--- src/rtl/dsp_post_pkg.sv ---
// Shared constants and select encodings for the DSP post-adder / P stage.
package dsp_post_pkg;

    localparam int unsigned P_W     = 48;
    localparam int unsigned M_W     = 36;
    localparam int unsigned OPM_W   = 8;
    localparam int unsigned SEL_W   = 2;

    // Field positions inside OPMODE
    localparam int unsigned X_SEL   = 0;
    localparam int unsigned Z_SEL   = 2;
    localparam int unsigned CIN_BIT = 5;
    localparam int unsigned SUB_BIT = 7;

    typedef enum logic [SEL_W-1:0] {X_ZERO, X_M, X_P, X_DAB} x_sel_e;
    typedef enum logic [SEL_W-1:0] {Z_ZERO, Z_PCIN, Z_P, Z_C} z_sel_e;

    localparam logic [P_W-1:0] SAT_POS = {1'b0, {(P_W-1){1'b1}}};
    localparam logic [P_W-1:0] SAT_NEG = {1'b1, {(P_W-1){1'b0}}};

    // True when either operand mux feeds P back into the adder
    function automatic logic sel_reads_p(input logic [OPM_W-1:0] opm);
        return (x_sel_e'(opm[X_SEL +: SEL_W]) == X_P) ||
               (z_sel_e'(opm[Z_SEL +: SEL_W]) == Z_P);
    endfunction

endpackage

--- src/rtl/dsp_post_adder_p_stage_pipe_reg.sv ---
// Optional pipeline register: sync reset, clock enable, or pure wire when REG=0.
module dsp_pipe_reg #(
    parameter bit          REG   = 1'b1,
    parameter int unsigned WIDTH = 1
) (
    input  logic             clk,
    input  logic             rst,
    input  logic             ce,
    input  logic [WIDTH-1:0] d,
    output logic [WIDTH-1:0] q
);

    if (REG) begin : g_reg
        logic [WIDTH-1:0] q_q;

        always_ff @(posedge clk) begin
            if (rst) begin
                q_q <= '0;
            end else if (ce) begin
                q_q <= d;
            end
        end

        assign q = q_q;
    end else begin : g_bypass
        logic unused_ctrl;
        assign unused_ctrl = &{1'b0, clk, rst, ce};
        assign q = d;
    end

endmodule

--- src/rtl/dsp_post_adder_p_stage.sv ---
// DSP48A1-style output stage: X/Z muxes, post-adder/subtracter, P and CARRYOUT registers.
// Build option DSP_POST_SAT_EN: clamp P on signed 48-bit overflow instead of wrapping.
module dsp_post_adder_p_stage
    import dsp_post_pkg::*;
#(
    parameter bit          PREG        = 1'b1,
    parameter bit          CARRYOUTREG = 1'b1,
    parameter bit          CARRYINREG  = 1'b1,
    parameter bit          OPMODEREG   = 1'b1,
    parameter string       CARRYINSEL  = "OPMODE5",
    parameter int unsigned WIDTH       = P_W
) (
    input  logic             clk,
    input  logic             rst,
    input  logic             cep,
    input  logic             cecarryin,
    input  logic             ceopmode,
    input  logic [OPM_W-1:0] opmode,
    input  logic [M_W-1:0]   m,
    input  logic [P_W-1:0]   dab,
    input  logic [WIDTH-1:0] c,
    input  logic [WIDTH-1:0] pcin,
    input  logic             carryin,
    output logic [WIDTH-1:0] p,
    output logic [WIDTH-1:0] pcout,
    output logic             carryout,
    output logic             carryoutf
);

    localparam bit CIN_FROM_PORT = (CARRYINSEL == "CARRYIN");

    logic [OPM_W-1:0] opm;
    logic             cyi_d;
    logic             cyi;
    logic [WIDTH-1:0] x_op;
    logic [WIDTH-1:0] z_op;
    logic [WIDTH:0]   x_cin;
    logic [WIDTH:0]   sum;
    logic [WIDTH-1:0] p_d;
    logic [WIDTH-1:0] p_q;
    logic             co_q;

    dsp_pipe_reg #(.REG(OPMODEREG), .WIDTH(OPM_W)) u_opm_reg (
        .clk (clk), .rst (rst), .ce (ceopmode), .d (opmode), .q (opm)
    );

    assign cyi_d = CIN_FROM_PORT ? carryin : opm[CIN_BIT];

    dsp_pipe_reg #(.REG(CARRYINREG), .WIDTH(1)) u_cyi_reg (
        .clk (clk), .rst (rst), .ce (cecarryin), .d (cyi_d), .q (cyi)
    );

    always_comb begin
        x_op = '0;
        z_op = '0;
        case (x_sel_e'(opm[X_SEL +: SEL_W]))
            X_ZERO:  x_op = '0;
            X_M:     x_op = WIDTH'(m);
            X_P:     x_op = p_q;
            X_DAB:   x_op = WIDTH'(dab);
            default: x_op = '0;
        endcase
        case (z_sel_e'(opm[Z_SEL +: SEL_W]))
            Z_ZERO:  z_op = '0;
            Z_PCIN:  z_op = pcin;
            Z_P:     z_op = p_q;
            Z_C:     z_op = c;
            default: z_op = '0;
        endcase
    end

    // Carry-in folds into X so subtract yields Z - (X + cyi); bit WIDTH is carry/borrow
    always_comb begin
        x_cin = {1'b0, x_op} + (WIDTH+1)'(cyi);
        sum   = opm[SUB_BIT] ? ({1'b0, z_op} - x_cin) : ({1'b0, z_op} + x_cin);
    end

`ifdef DSP_POST_SAT_EN
    logic [WIDTH+1:0] x_s;
    logic [WIDTH+1:0] z_s;
    logic [WIDTH+1:0] s_wide;

    // Two guard bits: overflow whenever the top three bits disagree
    always_comb begin
        x_s    = {{2{x_op[WIDTH-1]}}, x_op};
        z_s    = {{2{z_op[WIDTH-1]}}, z_op};
        s_wide = opm[SUB_BIT] ? (z_s - (x_s + (WIDTH+2)'(cyi)))
                              : (z_s + x_s + (WIDTH+2)'(cyi));
        p_d    = s_wide[WIDTH-1:0];
        if ((s_wide[WIDTH+1:WIDTH-1] != 3'b000) && (s_wide[WIDTH+1:WIDTH-1] != 3'b111)) begin
            p_d = s_wide[WIDTH+1] ? WIDTH'(SAT_NEG) : WIDTH'(SAT_POS);
        end
    end
`else
    assign p_d = sum[WIDTH-1:0];
`endif

    dsp_pipe_reg #(.REG(PREG), .WIDTH(WIDTH)) u_p_reg (
        .clk (clk), .rst (rst), .ce (cep), .d (p_d), .q (p_q)
    );

    dsp_pipe_reg #(.REG(CARRYOUTREG), .WIDTH(1)) u_co_reg (
        .clk (clk), .rst (rst), .ce (cecarryin), .d (sum[WIDTH]), .q (co_q)
    );

    assign p         = p_q;
    assign pcout     = p_q;
    assign carryout  = co_q;
    assign carryoutf = co_q;

    logic unused_in;
    assign unused_in = &{1'b0, opm[4], opm[6], opm[CIN_BIT], carryin};

    // Selecting P as an operand without the P register closes a combinational loop
    always_ff @(posedge clk) begin
        if (!rst && !PREG) begin
            assert (!sel_reads_p(opm)) else $error("P feedback selected with PREG=0");
        end
    end

endmodule

--- config.mk ---
export PLATFORM = sky130hd
export DESIGN_NAME = dsp_post_adder_p_stage
export DESIGN_NICKNAME = d
export VERILOG_FILES = /design/src/rtl/dsp_post_pkg.sv /design/src/rtl/dsp_post_adder_p_stage_pipe_reg.sv /design/src/rtl/dsp_post_adder_p_stage.sv
export SDC_FILE = /design/constraint.sdc
export NUM_CORES = 1
export LEC_CHECK = 0
export CAP_MARGIN = 20
export CORE_MARGIN = 5
export CORE_UTILIZATION = 40
export DETAILED_ROUTE_END_ITERATION = 7
export HOLD_SLACK_MARGIN = 0.12
export PLACE_DENSITY = 0.67
export SYNTH_ARGS = -nofsm -noshare
export SYNTH_HDL_FRONTEND = slang
export SYNTH_HIERARCHICAL = 1
export SYNTH_SLANG_ARGS = --single-unit
--- constraint.sdc ---
create_clock -name clk -period 9.2 [get_ports clk]
set_clock_uncertainty 0.15 [all_clocks]
set_input_delay 2.76 -clock clk [delete_from_list [all_inputs] [get_ports clk]]
set_output_delay 2.76 -clock clk [all_outputs]
set_load 0.02 [all_outputs]
==> metrics.cfg <==
[status]
outcome=complete, no violations

[grt]
grt_overflow_total=0
antenna_found_initial=2
grt_max_degree=65
grt.total_usage=0.241
first_global_vias=10900
grt_pass1_wl_um=56700

[route]
drcViolationCount=0
first_pass_iters=5
drtIter0Drc=628
num_vias=10900
ant_nets=0
wire_per_inst_um=18.2
viasPerCell=5.60
totalWireLength_um=35500

[yosys]
yosysWarningCount=6
synth_nets=1527
netlist_instances=1281
avgSynthCellArea_um2=7.74
netlist_area_um2=9920

[worst_setup_path]
slowest_delay_ps=540
arrival_ps=8900
critical_path.slowest_cell=or4_1
crit_buf_inv=8
r2r-start=u_opm_reg/q[0]
critPathKind=in2reg
cpMostUsedCell=buf_4
critPathTopFamily=compound AO/OA/AOI/OAI gates
crit_path_end_kind=flip-flop
rrSetupSlack_ps=2050
start_kind=input port
crit_required_ps=9300
startpoint=dab[0]
path_max_fanout=6

[clocking]
cts_sinks=56
ctsHtreeMaxLevel=2
clk_latency_ps=310
root_buffer=clkbuf_16
clk_pin_slew_worst_paths_ps=80
cts_tree=built
clock_path_buffers=2
cts_buffers=5

[sta]
drv_slew=0
worstMarginPinSlew_ps=899
setup_viol=0
setup_tns_ps=0
rsz0062_at_grt=yes
fmax_mhz=114
holdWs_ps=364
final.min_clock_period_ps=8800
hold_viol=0
fin_ws_ps=397
max_slew_margin=0.401
finalCritPeriodShare=0.957

[run]
maxCapViolations=0

[pwr]
pwr-share-seq=0.190
ir_drop_mv=0.0749
p_comb_frac=0.652
p_leak_uw=0.00563
pwr-share-clk=0.158
p_int_uw=1070
p_per_area_nw_per_um2=130
switching_power_uw=751
netSwitchingFraction=0.412

[placement]
pre_cts_slack_ps=-386
hpwl_um=28400
io_buffers=288
gp_congestion=0.890
dp_cells=1935

[finish]
drive_gt1_frac=0.188
nFillCells=2322
nets=1866
final_cells=1946
syn_to_final_growth_pct=41.5

[floorplan]
pin_count=292
die_w_um=167
die_height_um=167
floorplan.initialDensity=0.407
rows=57
coreArea_um2=24400
dieArea_um2=28000

[worst_hold_path]
min_from=u_opm_reg/q[5]
worst_hold_path_type=reg2reg

worst paths after layout:
| check | depth (start not counted) | to |
|---|---|---|
| worst max-delay path | 34 | u_p_reg/q[45] |
| worst min-delay path | 2 | u_opm_reg/q[5] |
| worst max register to register | 27 | u_p_reg/q[45] |
| worst min register to register | 2 | u_opm_reg/q[5] |
stage by stage:
stage	instance area (um2)	total power (uW)	utilization
floorplan	9920	1080	-
global placement	13700	1510	0.561
detailed placement	13700	1520	0.561
CTS	13900	1820	0.570
global route	14000	1950	0.575
finish	14000	1820	0.575
tightest hold or removal path, stage by stage, from the launching register on:
cell and delay, ps:
dfxtp_1 340, mux2i_1 70, nor2_1 70
layer usage:
metal | part of all wire | up-vias | global-route usage
li1 | - | 5382 | -
met1 | 0.44 | 5110 | 0.304
met2 | 0.47 | 359 | 0.423
met3 | 0.067 | 53 | 0.0504
met4 | 0.025 | 2 | 0.0554
met5 | 0.00037 | - | 0
power groups by stage:
stage / registers (uW) / clock network (uW) / logic (uW)
CTS: 346 / 299 / 1180
global route: 356 / 307 / 1290
global placement: 350 / 0 / 1160
finish: 345 / 288 / 1190
detailed placement: 352 / 0 / 1170
floorplan: 374 / 0 / 706
registers in the layout, summed over array words and instances, names as in the netlist:
name,count
u_co_reg/q,1
u_cyi_reg/q,1
u_opm_reg/q,6
u_p_reg/q,48
layout make-up:
class | count | area [um2] | area share
tap | 324 | 405 | 0.0289
sequential | 56 | 1130 | 0.0803
antenna | 1 | 2.50 | 0.000178
clock inverter | 3 | 90.1 | 0.00642
multi-input combinational | 1081 | 8070 | 0.575
clock buffer | 5 | 125 | 0.00892
inverter | 24 | 90.1 | 0.00642
timing repair buffer | 452 | 4120 | 0.294
cells in the final DEF (no fill, tap or decap), types with 32 or more instances in the layout:
master	instances
dfxtp_1	51
nor2_1	142
ha_1	51
mux2_2	82
mux2i_1	83
clkdlybuf4s50_1	286
a21oi_1	64
xnor2_1	69
nand2_1	70
a22o_1	58
buf_4	163
xor2_1	54
nand3_1	38
o21ai_0	32
what timing repair did:
action / 4_1_cts / 5_1_grt
setup buffers: 0 / 1
setup endpoints to repair: 2 / 9
gates resized for setup: 1 / 22
pin swaps: 0 / 4
hold buffers: 0 / 0
gates cloned: 0 / 0
Note: power is estimated with default switching activity, not from simulation.
